**src/rtl/freq_meter_pkg.sv**
```systemverilog
// freq_meter_pkg: shared FSM state type and counter width helper for osc_freq_meter.
package freq_meter_pkg;

    typedef enum logic [1:0] {IDLE, SETTLE, GATE, DONE} state_t;

    function automatic int cnt_w(input int n);
        return (n <= 1) ? 1 : $clog2(n);
    endfunction

endpackage

```
**src/rtl/pulse_sync_edge.sv**
```systemverilog
// pulse_sync_edge: synchronizes an asynchronous pulse and strobes one cycle per rising edge.
module pulse_sync_edge #(
    parameter int SYNC_STAGES = 2
) (
    input  logic clk,
    input  logic rst,
    input  logic async_in,
    output logic edge_out
);

    logic [SYNC_STAGES-1:0] sync;
    logic prev;

    always_ff @(posedge clk) begin
        if (rst) begin
            sync <= '0;
            prev <= 1'b0;
        end else begin
            sync <= {sync[SYNC_STAGES-2:0], async_in};
            prev <= sync[SYNC_STAGES-1];
        end
    end

    assign edge_out = sync[SYNC_STAGES-1] & ~prev;

endmodule

```
**src/rtl/osc_freq_meter.sv**
```systemverilog
// osc_freq_meter: enables an oscillator, settles, then counts its edges over a fixed gate window.
module osc_freq_meter
    import freq_meter_pkg::*;
#(
    parameter int GATE_CYCLES   = 1000,
    parameter int SETTLE_CYCLES = 16,
    parameter int CNT_W         = 16,
    parameter int SYNC_STAGES   = 2
) (
    input  logic             clk,
    input  logic             rst,
    input  logic             start,
    input  logic             continuous,
    input  logic             pulse_in,
    output logic             osc_enable,
    output logic             busy,
    output logic [CNT_W-1:0] count,
    output logic             count_valid,
    output logic             overflow
);

    localparam int GW = cnt_w(GATE_CYCLES);
    localparam int SW = cnt_w(SETTLE_CYCLES);
    localparam logic [GW-1:0] GATE_LD = GW'(GATE_CYCLES - 1);
    localparam logic [SW-1:0] SETTLE_LD = SW'(SETTLE_CYCLES - 1);
    localparam logic [CNT_W-1:0] CNT_MAX = '1;

    state_t state;
    logic [GW-1:0] gcnt;
    logic [SW-1:0] scnt;
    logic [CNT_W-1:0] ecnt, ecnt_nx;
    logic sat, sat_nx, rise;

    pulse_sync_edge #(.SYNC_STAGES(SYNC_STAGES)) u_sync (
        .clk(clk),
        .rst(rst),
        .async_in(pulse_in),
        .edge_out(rise)
    );

    // Count saturates; an edge arriving while already saturated marks the result as overflowed.
    always_comb begin
        ecnt_nx = (rise && ecnt != CNT_MAX) ? ecnt + CNT_W'(1) : ecnt;
        sat_nx  = sat | (rise && ecnt == CNT_MAX);
    end

    always_ff @(posedge clk) begin
        if (rst) begin
            state       <= IDLE;
            gcnt        <= '0;
            scnt        <= '0;
            ecnt        <= '0;
            sat         <= 1'b0;
            osc_enable  <= 1'b0;
            busy        <= 1'b0;
            count       <= '0;
            count_valid <= 1'b0;
            overflow    <= 1'b0;
        end else begin
            count_valid <= 1'b0;
            case (state)
                IDLE: if (start) begin
                    state      <= SETTLE;
                    scnt       <= SETTLE_LD;
                    ecnt       <= '0;
                    sat        <= 1'b0;
                    osc_enable <= 1'b1;
                    busy       <= 1'b1;
                end
                SETTLE: if (scnt == '0) begin
                    state <= GATE;
                    gcnt  <= GATE_LD;
                end else begin
                    scnt <= scnt - SW'(1);
                end
                GATE: begin
                    ecnt <= ecnt_nx;
                    sat  <= sat_nx;
                    if (gcnt == '0) begin
                        state       <= DONE;
                        count       <= ecnt_nx;
                        overflow    <= sat_nx;
                        count_valid <= 1'b1;
                    end else begin
                        gcnt <= gcnt - GW'(1);
                    end
                end
                DONE: if (continuous) begin
                    state <= GATE;
                    gcnt  <= GATE_LD;
                    ecnt  <= '0;
                    sat   <= 1'b0;
                end else begin
                    state      <= IDLE;
                    osc_enable <= 1'b0;
                    busy       <= 1'b0;
                end
                default: state <= IDLE;
            endcase
        end
    end

endmodule

```
**config.mk**
```make
export PLATFORM = sky130hd
export DESIGN_NAME = osc_freq_meter
export DESIGN_NICKNAME = d
export VERILOG_FILES = /design/src/rtl/freq_meter_pkg.sv /design/src/rtl/pulse_sync_edge.sv /design/src/rtl/osc_freq_meter.sv
export SDC_FILE = /design/constraint.sdc
export NUM_CORES = 1
export LEC_CHECK = 0
export ABC_AREA = 1
export BUFFER_PORTS_ARGS = -buffer_cell sky130_fd_sc_hd__buf_2
export CAP_MARGIN = 10
export CORE_MARGIN = 4
export CORE_UTILIZATION = 55
export DETAILED_ROUTE_END_ITERATION = 10
export MAX_ROUTING_LAYER = met4
export PLACE_DENSITY_LB_ADDON = 0.15
export SLEW_MARGIN = 20
export SYNTH_ARGS = -nofsm -noshare
export SYNTH_HDL_FRONTEND = slang
export SYNTH_SLANG_ARGS = --single-unit
```
**constraint.sdc**
```tcl
create_clock -name clk -period 4.95 [get_ports clk]
set_input_delay 0.495 -clock clk [delete_from_list [all_inputs] [get_ports clk]]
set_output_delay 0.495 -clock clk [all_outputs]
set_load 0.01 [all_outputs]
```
# Yosys cells after proc, flatten, opt, wreduce, memory -nomap -nowiden
# Cells that the tools add are included.
# classes
muxes,23
n_addsub,3
n_bitwise,4
eq_ne,12
n_reduce_logical,16
# ops
cell,n
$mux W16,3
$pmux W16 S3,1
$mux W10,3
$pmux W10 S3,1
$add A16 B1 Y16 const B,1
$eq A16 B16 Y1 const B,1
$ne A16 B16 Y1 const B,1
$ne A2 B2 Y1 const B,7
$reduce_and A3 Y1,4
$logic_not A10 Y1,1
$sub A10 B1 Y10 const B,1
$mux W2,4
$mux W4,2
$pmux W2 S4,1
$pmux W4 S2,1
$reduce_bool A3 Y1,2
$mux W1,5
$eq A2 B2 Y1 const B,2
$logic_not A4 Y1,1
$reduce_and A4 Y1,1
$reduce_bool A2 Y1,2
$sub A4 B1 Y4 const B,1
$pmux W1 S3,1
$eq A2 B1 Y1 const B,1
8 further kinds,10
# word_totals
input_bits,5
reg_bits,55
wordCells,69
out_inout_bits,20

# Longest topological paths before layout
# Gate-level depths: netlist of run 1.
# logic_depth
word_depth,5
ltp_mapped,12

# By module
# A second synthesis of run 1 with hierarchy kept.
# hier_totals
cells_unflattened,438
hier_area_um2,2989.1
# modules_own_cells
module,n_inst,area_each_um2,seq_area_each_um2,cells_per_inst
osc_freq_meter,1,2902.8,1041.0,428
pulse_sync_edge,1,86.3,60.1,10

# Worst setup path after synthesis of run 1
# OpenSTA, ideal clock, no wires.
# synth_path
kind,reg-to-reg
startpoint,register scnt[0]
endpoint,register gcnt[0]
setup_ps,71
setup_slack_ps,3394
n_path_buf,1
arrival_ps,1485
stages_incl_launch_ff,12
synth_period_minus_slack_ps,1556
cell_sequence,dfxtp_1 inv_1 ha_1 inv_1 nor2_1 nand2_1 nand2_1 o21ai_0 nor2_2 buf_2 o21ai_0 a21oi_1
# synth_between
elab_chain_cells,3
# synth_lines
item,line,text
"start, declared",osc_freq_meter.sv:30,logic [SW-1:0] scnt;
"start signal, assigned",osc_freq_meter.sv:74,scnt <= scnt - SW'(1);
$logic_not A4 Y1,osc_freq_meter.sv:70,SETTLE: if (scnt == '0) begin
$ne A2 B2 Y1 (no source line),--,
$reduce_and A4 Y1 (no source line),--,
"end signal, assigned",osc_freq_meter.sv:85,gcnt <= gcnt - GW'(1);
"end, declared",osc_freq_meter.sv:29,logic [GW-1:0] gcnt;
# No other way between the ends.
# A chain may end at the register's enable or synchronous reset.

# Worst setup path in the final report of run 1
# layout_path
startpoint,register state[1]
endpoint,register gcnt[7]
# layout_between
elab_chain_cells,3
elab_cells_between_ends,9
# layout_lines
item,line,text
"start, declared",osc_freq_meter.sv:28,state_t state;
"start signal, assigned",osc_freq_meter.sv:49,state <= IDLE;
"start signal, assigned",osc_freq_meter.sv:63,state <= SETTLE;
"start signal, assigned",osc_freq_meter.sv:71,state <= GATE;
$eq A2 B2 Y1 or $eq A2 B1 Y1 (tied branches),osc_freq_meter.sv:61,case (state)
$ne A2 B2 Y1 (no source line) or $reduce_bool A3 Y1 (tied branches),--,
$reduce_and A4 Y1 (no source line),--,
# Parallel ways exist; a longest one is shown, timed or not.

==> impl_metrics.env, run 1 <==
export IMPL_outcome="complete, no violations"
export IMPL_drive_gt1_share_pct=12.7
export IMPL_syn_area_sq_mm=0.00289
export IMPL_critPathRequiredTime_ns=5.19
export IMPL_first_pass_iters=4
export IMPL_place_congestion=0.904
export IMPL_maxCapViolCount=0
export IMPL_cts_buffer_depth=2
export IMPL_ioPinCount=25
export IMPL_layout_setup_ws_ns=2.71
export IMPL_worstReg2RegStart="state[1]"
export IMPL_period_minus_slack_ns=2.24
export IMPL_hold_violations=0
export IMPL_cp_startpoint="state[1]"
export IMPL_setup_tns_ns=0
export IMPL_rrSetupSlack_ns=2.71
export IMPL_crit_chain="inv_1 -> nor2_1 -> buf_4 -> inv_1 -> nor2_4 -> nor2_2 -> inv_1 -> nand2_1 -> a21oi_1"
export IMPL_timing_rr_end="gcnt[7]"
export IMPL_vias=2569
export IMPL_max_freq_ghz=0.447
export IMPL_clk_latency_ns=0.31
export IMPL_cp_arrival_ns=2.48
export IMPL_cts_htree_levels=2
export IMPL_grt_pass1_vias=2300
export IMPL_setup_viol=0
export IMPL_yosysTopAreaCell="dfxtp_1"
export IMPL_critical_path_class="reg2reg"
export IMPL_antenna_cells=0
export IMPL_synth_area_leaders="dfxtp_1 (38%), nand2_1 (15%), inv_1 (7.9%), nor2_1 (6.6%), a21oi_1 (4.9%)"
export IMPL_drtIter0Drc=108
export IMPL_wl_per_cell_microns=11.2
export IMPL_synthDistinctLibCells=31
export IMPL_finalMaxSlewViolations=0
export IMPL_pre_cts_slack_ns=2.72
export IMPL_cp_slowest_stage_delay_ns=0.47
export IMPL_crit_top_cell="inv_1"
export IMPL_power_density_mw_per_mm2=403
export IMPL_ys_ff_latch=55
export IMPL_clk_pin_slew_ns=0.09
export IMPL_avgSynthCellArea_sq_um=6.69
export IMPL_worst_clock_skew_ns=0.00576
export IMPL_fin_crit_sh_pct=45.2
export IMPL_peakVddDrop_uv=171
export IMPL_clock_sinks=55
export IMPL_placed_cells_incl_taps=512
export IMPL_cts_tree="done"
export IMPL_ant_nets=0
export IMPL_port_buffers=24
export IMPL_core_sq_mm=0.00511
export IMPL_post_cts_buffers=0
export IMPL_cts_resized_gates=0
export IMPL_rsz0062_at_grt="no"
export IMPL_syn_nets=439
export IMPL_floorplan_die_area_sq_mm=0.00647
export IMPL_floorplan_initialDensity_pct=56.5
export IMPL_endpoint="gcnt[7]"
export IMPL_grt_start_max_net_pins=46
export IMPL_worst_pin_slew_ns=0.914
export IMPL_seq_area_frac_synth_pct=38.2
export IMPL_crit_path_top_delay_cell="nor2_4"
export IMPL_antenna_found_initial=0
export IMPL_hold_buffers=0
export IMPL_end_kind="flip-flop"
export IMPL_cp_max_fo=24
export IMPL_max_slew_margin_rel_pct=39.1
export IMPL_dp_hpwl_mm=4.18
export IMPL_fin_cells=520
export IMPL_grt_ovfl_total=0
export IMPL_drc_errors=0
export IMPL_dieWidth_microns=80.4
export IMPL_worstHoldPathType="in2reg"
export IMPL_synthToLayoutAreaGrowth_pct=8.11
export IMPL_cp_start_kind="flip-flop"
export IMPL_grt_total_usage_pct=20.8
export IMPL_yosysWarnings=0
export IMPL_numCtsBuffers=5
export IMPL_synthCells=431
export IMPL_die_height_microns=80.4
export IMPL_root_buffer="clkbuf_8"
export IMPL_total_leakage_power_nw=1.41
export IMPL_vias_per_cell=4.94
export IMPL_reg2reg_depth=9
export IMPL_synth_top_area_share_pct=38.2
export IMPL_drt_total_wl_mm=5.82
export IMPL_grt_pass1_wl_mm=10.4
export IMPL_finalNetCount=457
export IMPL_rows=26
-- power by group --
group          switching (mW)  internal [mW]
sequential             0.0487          0.512
combinational           0.284          0.143
clock                   0.143          0.127
total                   0.476          0.782
-- sequential cells by signal, summed over array words and instances (netlist names) --
signal / count
busy: 1
overflow: 1
state: 2
gcnt: 10
count_valid: 1
scnt: 4
u_sync.sync: 2
ecnt: 16
u_sync.prev: 1
sat: 1
count: 16
-- cell usage after synthesis, drive strengths merged --
| cell type | instances |
|---|---|
| xor2 | 3 |
| nand4 | 7 |
| ha | 3 |
| o31ai | 3 |
| a221oi | 2 |
| nor3 | 3 |
| nand3 | 26 |
| nand3b | 2 |
| clkbuf | 3 |
| nor2 | 60 |
| o21ai | 29 |
| a21oi | 35 |
| xnor2 | 4 |
| a211oi | 1 |
| dfxtp | 55 |
| inv | 61 |
| nand2 | 120 |
| a21o | 3 |
| buf | 11 |
-- critical path: cells and delay by family (launching register included) --
kind | cells | cell delay, ns
and+or+nand+nor | 4 | 0.85
buffers and inverters | 4 | 0.83
DFF | 1 | 0.35
AOI/OAI and AO/OA | 1 | 0.14
-- layout by cell type, fill, tap and decap left out, types with 3 or more instances in the layout --
cell type / Yosys / final
nand2_1: 116 / 116
inv_1: 61 / 61
dfxtp_1: 55 / 55
nor2_1: 51 / 51
a21oi_1: 28 / 28
o21ai_0: 26 / 26
nand3_1: 25 / 25
buf_2: 4 / 24
nor2_2: 7 / 7
a21oi_2: 7 / 7
clkbuf_8: 0 / 7
nand4_1: 6 / 6
xnor2_1: 4 / 4
nand2_2: 3 / 3
nor3_1: 3 / 3
xor2_1: 3 / 3
a21o_1: 3 / 3
o31ai_1: 3 / 3
ha_1: 3 / 3
-- final cells by class --
type / instances / area [sq um]
Tap cell: 70 / 87.6
Inverter: 61 / 229
Clock buffer: 7 / 96.3
Clock inverter: 1 / 7.51
Multi-Input combinational cell: 301 / 1470
Sequential cell: 55 / 1100
Fill cell: 503 / 1990
Timing Repair Buffer: 25 / 128
-- layer usage --
layer / vias to the layer above / share of wire, % / track usage [%]
met5: - / 0 / -
met3: 8 / 3.0 / 4.15
li1: 1393 / - / -
met1: 1135 / 51 / 27.4
met4: 0 / 1.4 / 6.76
met2: 33 / 44 / 32.2
-- logic make-up (layout without fill, tap and decap cells) --
kind of cell / after synthesis / count (layout) / share of synthesized area [%]
simple gates: 218 / 218 / 32.8
compound gates: 73 / 73 / 14.7
flops: 55 / 55 / 38.2
fa+ha+maj: 3 / 3 / 1.30
xor+xnor: 7 / 7 / 2.12
buf+inv: 75 / 94 / 10.9
-- metrics by stage --
stage	power (mW)	hold WS [ns]	utilization [%]	area (sq um)
after floorplan	0.909	0.388	-	2890
after global placement	0.990	0.402	59.0	3020
after detailed placement	0.995	0.409	59.0	3020
after CTS	1.27	0.379	61.1	3120
after global routing	1.36	0.394	61.1	3120
final	1.26	0.386	61.1	3120
-- worst min-delay path by stage --
stage	start	end	slack (ns)	cells past startpoint
after floorplan	u_sync.sync[0]	u_sync.sync[1]	0.39	2
after global placement	u_sync.sync[0]	u_sync.sync[1]	0.40	2
after detailed placement	u_sync.sync[0]	u_sync.sync[1]	0.41	2
after CTS	pulse_in	u_sync.sync[0]	0.38	3
after global routing	pulse_in	u_sync.sync[0]	0.39	3
final	pulse_in	u_sync.sync[0]	0.39	3
(Power assumes the default switching activity.)
==> run 2, diff against run 1 <==
==> constraint.sdc (replaced) <==
create_clock -name clk -period 2.3 [get_ports clk]
set_input_delay 0.23 -clock clk [delete_from_list [all_inputs] [get_ports clk]]
set_output_delay 0.23 -clock clk [all_outputs]
set_load 0.01 [all_outputs]
==> run 2 against run 1 <==
Critical endpoint is now count[5]. Global-route usage is 0.97 points higher. Design area is 1.2% higher. Combinational power is 130% higher. Register-to-register slack worse by 2.4 ns. Setup slack worse by 2.4 ns. Clock-buffer cell count stayed put. First-iteration DRC count is 75% higher. Utilization is 0.73 points higher.
==> impl_metrics.env, run 2 (same netlist as run 1, synthesis figures left out) <==
export IMPL_floorplan_initialDensity_pct=56.5
export IMPL_clk_pin_slew_ns=0.10
export IMPL_rrSetupSlack_ns=0.35
export IMPL_setup_viol=0
export IMPL_setup_tns_ns=0
export IMPL_holdPathStages=3
export IMPL_wl_met3_microns=188
export IMPL_root_buffer="clkbuf_8"
export IMPL_grt_pass1_vias=2407
export IMPL_rows=26
export IMPL_timing_rr_end="count[5]"
export IMPL_first_pass_iters=4
export IMPL_dr_wl_met2_mm=2.87
export IMPL_clk_latency_ns=0.31
export IMPL_ant_nets=0
export IMPL_grt_pass1_wl_mm=11.0
export IMPL_hold_buffers=0
export IMPL_drtIter0Drc=189
export IMPL_grt_start_max_net_pins=45
export IMPL_max_freq_ghz=0.512
export IMPL_grt_total_usage_pct=21.8
export IMPL_wl_met1_mm=3.06
export IMPL_die_height_microns=80.4
export IMPL_reg_top3="count (16), ecnt (16), gcnt (10)"
export IMPL_outcome="complete, no violations"
export IMPL_end_kind="flip-flop"
export IMPL_rsz0062_at_grt="no"
export IMPL_core_sq_mm=0.00511
export IMPL_wl_per_cell_microns=11.8
export IMPL_cp_max_fo=12
export IMPL_cp_arrival_ns=2.16
export IMPL_layout_commonest_cell="nand2_1"
export IMPL_post_cts_buffers=0
export IMPL_synthToLayoutAreaGrowth_pct=9.41
export IMPL_ioPinCount=25
export IMPL_top_layer_used="met4"
export IMPL_critPathRequiredTime_ns=2.50
export IMPL_dieWidth_microns=80.4
export IMPL_hold_violations=0
export IMPL_drive_gt1_share_pct=13.6
export IMPL_critical_path_class="reg2reg"
export IMPL_reg2reg_depth=10
export IMPL_vias_per_cell=4.98
export IMPL_port_buffers=24
export IMPL_worstHoldPathType="in2reg"
export IMPL_total_leakage_power_nw=1.43
export IMPL_cp_start_kind="flip-flop"
export IMPL_floorplan_die_area_sq_mm=0.00647
export IMPL_clock_sinks=55
export IMPL_vias=2614
export IMPL_antenna_cells=0
export IMPL_max_slew_margin_rel_pct=65.9
export IMPL_period_minus_slack_ns=1.95
export IMPL_worstHoldEndpoint="u_sync.sync[0]"
export IMPL_cts_htree_levels=2
export IMPL_grt_ovfl_total=0
export IMPL_fin_util_pct=61.8
export IMPL_antenna_found_initial=0
export IMPL_drt_total_wl_mm=6.17
export IMPL_most_common_layout_cells="nand2_1 (116), inv_1 (61), dfxtp_1 (55)"
export IMPL_worst_pin_slew_ns=0.511
export IMPL_cts_buffer_depth=2
export IMPL_cts_tree="done"
export IMPL_fin_crit_sh_pct=84.9
export IMPL_drc_errors=0
export IMPL_numCtsBuffers=5
export IMPL_hold_start="pulse_in"
export IMPL_peakVddDrop_uv=400
export IMPL_place_congestion=0.882
export IMPL_cts_resized_gates=0
export IMPL_power_density_mw_per_mm2=874
export IMPL_worst_clock_skew_ns=0.0115
export IMPL_worstReg2RegStart="gcnt[0]"
export IMPL_finalNetCount=462
export IMPL_finalMaxSlewViolations=0
export IMPL_dp_hpwl_mm=4.50
export IMPL_maxCapViolCount=0
run 2: cell count changes in the layout (fill, tap and decap cells not counted), sizes merged:
| cell | previous run | this run |
|---|---|---|
| buf | 25 | 30 |
run 2: worst max-delay path by stage:
stage	to	cells past startpoint	from
after floorplan	gcnt[0]	11	scnt[0]
after global placement	gcnt[6]	11	scnt[0]
after detailed placement	count[5]	10	gcnt[0]
after CTS	count[5]	10	gcnt[0]
after global routing	gcnt[8]	11	scnt[0]
final	count[5]	10	gcnt[0]
run 2: area by class of cell:
type / count / area [sq um]
repair buffers: 30 / 165
clock buffers: 7 / 96.3
flip-flops and latches: 55 / 1100
multi-input cells: 301 / 1470
well taps: 70 / 87.6
clock inverters: 1 / 7.51
fillers: 523 / 1950
inverters: 61 / 229
run 2: layer usage:
layer | vias up | global-route usage (%)
met5 | - | -
met4 | 0 | 4.90
met3 | 7 | 3.48
met2 | 34 | 35.3
met1 | 1169 | 28.8
li1 | 1404 | -
run 2: critical path, stage by stage (launching register included):
cell and delay [ns]:
dfxtp_1 0.34, inv_1 0.07, ha_1 0.19, nand3_1 0.15
nor2_2 0.15, nand2_1 0.12, nor2_4 0.12, buf_4 0.20
inv_1 0.19, o21ai_0 0.24, inv_1 0.07
run 2: per-stage QoR:
stage	cells	hold slack, ns	worst slack [ns]	cell area (sq um)	total power [mW]
3_3_place_gp	517	0.404	0.446	3050	2.17
6_report	525	0.118	0.347	3160	2.76
3_5_place_dp	517	0.405	0.383	3050	2.20
2_1_floorplan	431	0.337	0.744	2890	1.96
5_1_grt	525	0.142	0.0768	3160	3.00
4_1_cts	525	0.110	0.365	3160	2.78
run 2: where the power goes:
part / leakage [nW] / internal, mW / switching [mW]
registers: 0.448 / 1.10 / 0.106
logic: 0.935 / 0.333 / 0.632
clock network: 0.0505 / 0.274 / 0.310
total: 1.43 / 1.71 / 1.05
